**src/rtl/prog_sequencer.sv**
```systemverilog
// Run controller for the 9-bit-instruction datapath: IDLE -> INIT -> RUN -> FINISHED.
// Optional watchdog on RUN length is enabled by defining SEQ_WATCHDOG_EN.
module prog_sequencer #(
  parameter int unsigned INIT_CYCLES = 2,
  parameter logic [15:0] MAX_CYCLES  = 16'hFFFF
) (
  input  logic        CLK,
  input  logic        reset,
  input  logic        start_req,
  input  logic [3:0]  opcode,
  input  logic        fcode,
  input  logic        dp_done,
  output logic        START,
  output logic        CTRL_branch_rel_nz,
  output logic        CTRL_branch_rel_z,
  output logic        CTRL_branch_abs,
  output logic        CTRL_reg_write_en,
  output logic        CTRL_reg_sel,
  output logic        CTRL_lut_in,
  output logic        CTRL_mem_to_reg,
  output logic        CTRL_alu_src,
  output logic        CTRL_alu_sc_in,
  output logic        CTRL_read_mem,
  output logic        CTRL_write_mem,
  output logic [2:0]  CTRL_alu_op,
  output logic        busy,
  output logic        run_done,
  output logic        timeout,
  output logic [15:0] cycle_count
);

  typedef enum logic [1:0] {StIdle, StInit, StRun, StFinished} state_e;

  localparam logic [3:0] InitLast = 4'(INIT_CYCLES - 1);

  state_e      state_q;
  logic [3:0]  init_cnt_q;
  logic        start_q;
  logic        busy_q;
  logic        run_done_q;
  logic        timeout_q;
  logic [15:0] cycle_count_q;

  logic        run_active;
  logic        halt;
  logic        wd_hit;
  logic [15:0] cycle_count_inc;

  assign run_active      = (state_q == StRun);
  assign halt            = run_active && (opcode == 4'd15) && fcode;
  assign cycle_count_inc = (cycle_count_q == 16'hFFFF) ? cycle_count_q : cycle_count_q + 16'd1;

`ifdef SEQ_WATCHDOG_EN
  // Fire on the cycle whose increment brings the count up to the limit.
  assign wd_hit = ({1'b0, cycle_count_q} + 17'd1) >= {1'b0, MAX_CYCLES};
`else
  logic unused_max_cycles;
  assign unused_max_cycles = ^MAX_CYCLES;
  assign wd_hit            = 1'b0;
`endif

  always_ff @(posedge CLK) begin
    if (reset) begin
      state_q       <= StIdle;
      init_cnt_q    <= 4'd0;
      start_q       <= 1'b1;
      busy_q        <= 1'b0;
      run_done_q    <= 1'b0;
      timeout_q     <= 1'b0;
      cycle_count_q <= 16'd0;
    end else begin
      case (state_q)
        StIdle, StFinished: begin
          if (start_req) begin
            state_q       <= StInit;
            init_cnt_q    <= 4'd0;
            start_q       <= 1'b1;
            busy_q        <= 1'b1;
            run_done_q    <= 1'b0;
            timeout_q     <= 1'b0;
            cycle_count_q <= 16'd0;
          end
        end
        StInit: begin
          if (init_cnt_q == InitLast) begin
            state_q <= StRun;
            start_q <= 1'b0;
          end else begin
            init_cnt_q <= init_cnt_q + 4'd1;
          end
        end
        StRun: begin
          cycle_count_q <= cycle_count_inc;
          // HALT and dp_done take precedence over the watchdog.
          if (halt || dp_done) begin
            state_q    <= StFinished;
            busy_q     <= 1'b0;
            run_done_q <= 1'b1;
          end else if (wd_hit) begin
            state_q    <= StFinished;
            busy_q     <= 1'b0;
            run_done_q <= 1'b1;
            timeout_q  <= 1'b1;
          end
        end
        default: state_q <= StIdle;
      endcase
    end
  end

  always_comb begin
    CTRL_branch_rel_nz = 1'b0;
    CTRL_branch_rel_z  = 1'b0;
    CTRL_branch_abs    = 1'b0;
    CTRL_reg_write_en  = 1'b0;
    CTRL_reg_sel       = 1'b0;
    CTRL_lut_in        = 1'b0;
    CTRL_mem_to_reg    = 1'b0;
    CTRL_alu_src       = 1'b0;
    CTRL_alu_sc_in     = 1'b0;
    CTRL_read_mem      = 1'b0;
    CTRL_write_mem     = 1'b0;
    CTRL_alu_op        = 3'd0;
    if (run_active) begin
      unique case (opcode)
        4'd0, 4'd1, 4'd2, 4'd3, 4'd4: begin
          CTRL_reg_write_en = 1'b1;
          CTRL_alu_op       = opcode[2:0];
        end
        4'd5, 4'd6: begin
          CTRL_reg_write_en = 1'b1;
          CTRL_alu_op       = opcode[2:0];
          CTRL_alu_sc_in    = fcode;
        end
        4'd7: begin
          CTRL_reg_write_en = 1'b1;
          CTRL_alu_src      = 1'b1;
        end
        4'd8: begin
          CTRL_read_mem     = 1'b1;
          CTRL_mem_to_reg   = 1'b1;
          CTRL_reg_write_en = 1'b1;
        end
        4'd9:  CTRL_write_mem = 1'b1;
        4'd10: begin
          CTRL_branch_rel_z = 1'b1;
          CTRL_alu_op       = 3'd1;
        end
        4'd11: begin
          CTRL_branch_rel_nz = 1'b1;
          CTRL_alu_op        = 3'd1;
        end
        4'd12: CTRL_branch_abs = 1'b1;
        4'd13: begin
          CTRL_branch_abs = 1'b1;
          CTRL_lut_in     = 1'b1;
        end
        4'd14: begin
          CTRL_reg_sel      = 1'b1;
          CTRL_reg_write_en = 1'b1;
        end
        default: ;  // NOP and HALT drive no strobes
      endcase
    end
  end

  assign START       = start_q;
  assign busy        = busy_q;
  assign run_done    = run_done_q;
  assign timeout     = timeout_q;
  assign cycle_count = cycle_count_q;

endmodule

```
**config.mk**
```make
export PLATFORM = sky130hd
export DESIGN_NAME = prog_sequencer
export DESIGN_NICKNAME = d
export VERILOG_FILES = /design/src/rtl/prog_sequencer.sv
export SDC_FILE = /design/constraint.sdc
export NUM_CORES = 1
export LEC_CHECK = 0
export BUFFER_PORTS_ARGS = -buffer_cell sky130_fd_sc_hd__buf_2
export CAP_MARGIN = 20
export CORE_MARGIN = 1
export CORE_UTILIZATION = 47
export CTS_CLUSTER_DIAMETER = 100
export CTS_CLUSTER_SIZE = 40
export DETAILED_ROUTE_END_ITERATION = 10
export GPL_TIMING_DRIVEN = 0
export PLACE_DENSITY = 0.87
export SYNTH_ARGS = -nofsm -noshare
export SYNTH_HDL_FRONTEND = slang
export SYNTH_SLANG_ARGS = --single-unit
```
**constraint.sdc**
```tcl
create_clock -name CLK -period 1.7 [get_ports CLK]
set_input_delay 0.085 -clock CLK [delete_from_list [all_inputs] [get_ports CLK]]
set_output_delay 0.085 -clock CLK [all_outputs]
set_load 0.05 [all_outputs]
```
==> impl_metrics.py <==
metrics = {
    "power_and_ir_drop": {
        "vdd.ir_drop.worst_v": 0.000708,
        "power.density_nw_per_um2": 1100,
        "leakage_nw": 0.966,
    },
    "routing": {
        "drc_errors": 0,
        "vias": 1852,
        "viasPerCell": 6.05,
        "dr.pass1.iters": 5,
        "routed_wl_mm": 4.82,
        "drtIter0Drc": 143,
        "wire_per_inst_microns": 15.8,
        "ant_nets": 0,
    },
    "outcome": {
        "outcome": "complete, but fails checks",
        "failed_checks": "setup timing",
    },
    "final_layout": {
        "drive_gt1_share_pct": 48.9,
        "fin_util_pct": 74.6,
        "fin_area_sq_um": 2330,
        "area_growth_pct": 47.3,
        "n_fill_cell": 222,
        "final_nets": 278,
        "n_antenna_cell": 0,
    },
    "grt": {
        "first_global_vias": 1634,
        "gr-total-overflow": 0,
        "antenna_found_initial": 0,
        "grt_pass1_wl_mm": 7.25,
        "grt_max_degree": 14,
        "grt_usage_pct": 26.0,
    },
    "floorplan": {
        "die_area_sq_um": 3610,
        "die_height_microns": 60.1,
        "die_w_microns": 60.1,
        "start_util_pct": 50.6,
        "io_pins": 43,
        "row_count": 20,
        "core_sq_um": 3130,
    },
    "placed_design": {
        "place_area_sq_um": 2020,
        "dp_hpwl_mm": 2.98,
        "io_buffer_count": 39,
        "place_congestion": 0.813,
    },
    "worst_setup_path": {
        "crit_family": "simple AND/OR/NAND/NOR gates",
        "critPathKind": "reg2reg",
        "crit_buf_inv": 1,
        "timing.rr.start": "cycle_count[10]",
        "slowest_stage": "dfxtp_4",
        "crit_path_max_fanout": 6,
        "startpoint_type": "flip-flop",
        "required_ns": 1.95,
        "crit_start": "cycle_count[10]",
        "crit_chain": "buf_4 -> and4_2 -> nand3_1 -> o21ai_1 -> mux2_2 -> a21oi_1",
        "cp_data_arrival_time_ns": 1.95,
        "crit_path_end_kind": "flip-flop",
        "slowest_delay_ns": 0.39,
    },
    "sta": {
        "skew_ns": 0.00447,
        "max_freq_mhz": 588,
        "slew_violations": 0,
        "timing.final.ws_setup_ns": -0.00160,
        "rsz0062_at_grt": "true",
        "slew_headroom_pct": 61.3,
        "hold_viol": 0,
        "tightest_slew_ns": 0.574,
        "finalSetupViolations": 1,
        "fin_crit_sh_pct": 100,
        "fin_crit_ns": 1.70,
    },
    "synthesis": {
        "synthMuxAreaShare_pct": 1.34,
        "synth-compound-area-share_pct": 24.7,
        "synth_edf_count": 0,
        "synthSimpleGateAreaFrac_pct": 29.5,
        "synth-seq-cells": 25,
        "synth_top_area_share_pct": 31.6,
        "postSynth.topFlopCell": "dfxtp_1",
        "async_flop_share_pct": 0,
        "synthCells": 205,
        "synth_top_family_by_area": "simple AND/OR/NAND/NOR gates",
        "synth_area_per_cell_sq_um": 7.73,
        "ys_top_cells_by_area": "dfxtp_1 (32%), o21ai_1 (5.7%), ha_1 (4.7%), nand2_1 (4.3%), nor3_1 (4.1%)",
        "synth_fa_ha_area_share_pct": 4.74,
        "yosysMostFrequentCell": "dfxtp_1",
        "yosysSeqAreaShare_pct": 31.6,
        "synth.top_cells.by_count": "dfxtp_1 (25), nand2_1 (18), o21ai_1 (18)",
        "ys_types": 50,
        "synth_xor_area_share_pct": 2.21,
        "synth_area_leader_cell": "dfxtp_1",
        "yosys_warnings": 0,
        "syn_nets": 220,
        "syn_area_sq_um": 1580,
    },
    "clock_network": {
        "htree_levels": 1,
        "insertion_delay_ns": 0.31,
        "postCtsHoldBufs": 0,
        "cts_tree": "built",
        "clk_pin_slew_worst_paths_ns": 0.14,
        "cts_buffer_depth": 2,
        "root_buffer": "clkbuf_4",
        "cts_sinks": 25,
        "numCtsBuffers": 3,
    },
    "worst_hold_path": {
        "min_path_type": "in2reg",
        "worstHoldStart": "reset",
    },
    "flow_run": {
        "drv_cap": 0,
    },
}
## area by class of cell
type / instances / area (sq um) / share of cell area [%]
flip-flops and latches: 25 / 546 / 23.4
multi-input cells: 161 / 1260 / 53.9
repair buffers: 55 / 350 / 15.0
well taps: 44 / 55.1 / 2.36
clock buffers: 4 / 26.3 / 1.13
inverters: 10 / 40.0 / 1.72
plain buffers: 7 / 58.8 / 2.52
## logic make-up after synthesis
logic type,count (synthesis)
other cells,1
flops,25
compound gates,61
xor+xnor,4
mux,2
buf+inv,20
simple gates,86
fa+ha+maj,6
## worst register-to-register path, stage by stage, from the launching register on
cell,delay (ns)
dfxtp_4,0.39
buf_4,0.13
and4_2,0.27
nand3_1,0.15
o21ai_1,0.20
mux2_2,0.36
a21oi_1,0.14
## state kept, by name (all words and copies together) (netlist names)
| signal | flops |
|---|---|
| cycle_count | 16 |
| init_cnt_q | 4 |
| START | 1 |
| busy | 1 |
| run_done | 1 |
| state_q | 2 |
## routing by layer
metal / vias to the layer above / part of all wire (%) / GRT usage [%]
li1: 866 / - / -
met1: 884 / 40 / 32.2
met2: 90 / 52 / 46.5
met3: 12 / 6.0 / 4.11
met4: 0 / 1.7 / 6.64
met5: - / 0 / 0
## cell usage in the layout, fill, tap and decap left out, types with 3 or more instances in the layout
cell       n
dfxtp_2   12
nand2_1   16
buf_4     21
o21ai_0    8
nor2_1    12
nor3_2     3
buf_2     33
nor2_2     3
o21ai_1   18
clkbuf_4   5
nor3_1     3
a31oi_1    7
nand4_1    9
dfxtp_1    5
dfxtp_4    8
inv_1      6
ha_1       4
nand3b_1   4
nand3_1    6
nor3_4     7
inv_2      3
a21oi_1   10
a211oi_1   3
## through the flow
stage	std cells	setup WS [ns]	hold slack [ns]	setup TNS, ns	power (mW)
global placement	288	-0.410	0.443	-4.49	1.81
CTS	297	-0.00866	0.118	-0.00866	2.36
detailed placement	288	-0.470	0.447	-6.05	1.85
floorplan	205	-0.228	0.234	-0.792	1.62
finish	306	-0.00160	0.149	-0.00160	2.56
global route	306	-0.0817	0.158	-0.201	2.70
## what timing repair did
item | in CTS | in global routing
endpoints found under the setup margin | 32 | 24
gates cloned | 0 | 1
pin swaps | 1 | 8
gates resized for setup | 30 | 20
setup buffers | 6 | 10
## power breakdown
| part | internal (mW) | switching (mW) | total, mW |
|---|---|---|---|
| Sequential | 0.659 | 0.0713 | 0.730 |
| Clock | 0.0917 | 0.177 | 0.269 |
| Combinational | 0.635 | 0.929 | 1.56 |
## path summary, 6_finish.rpt
path | to | slack (ns) | depth (start not counted)
setup / recovery | cycle_count[6] | -0.002 | 6
hold / removal | cycle_count[7] | 0.15 | 4
setup reg to reg | cycle_count[6] | -0.002 | 6
hold reg to reg | cycle_count[11] | 0.46 | 1
No activity file was read; power rests on OpenSTA's default activity.
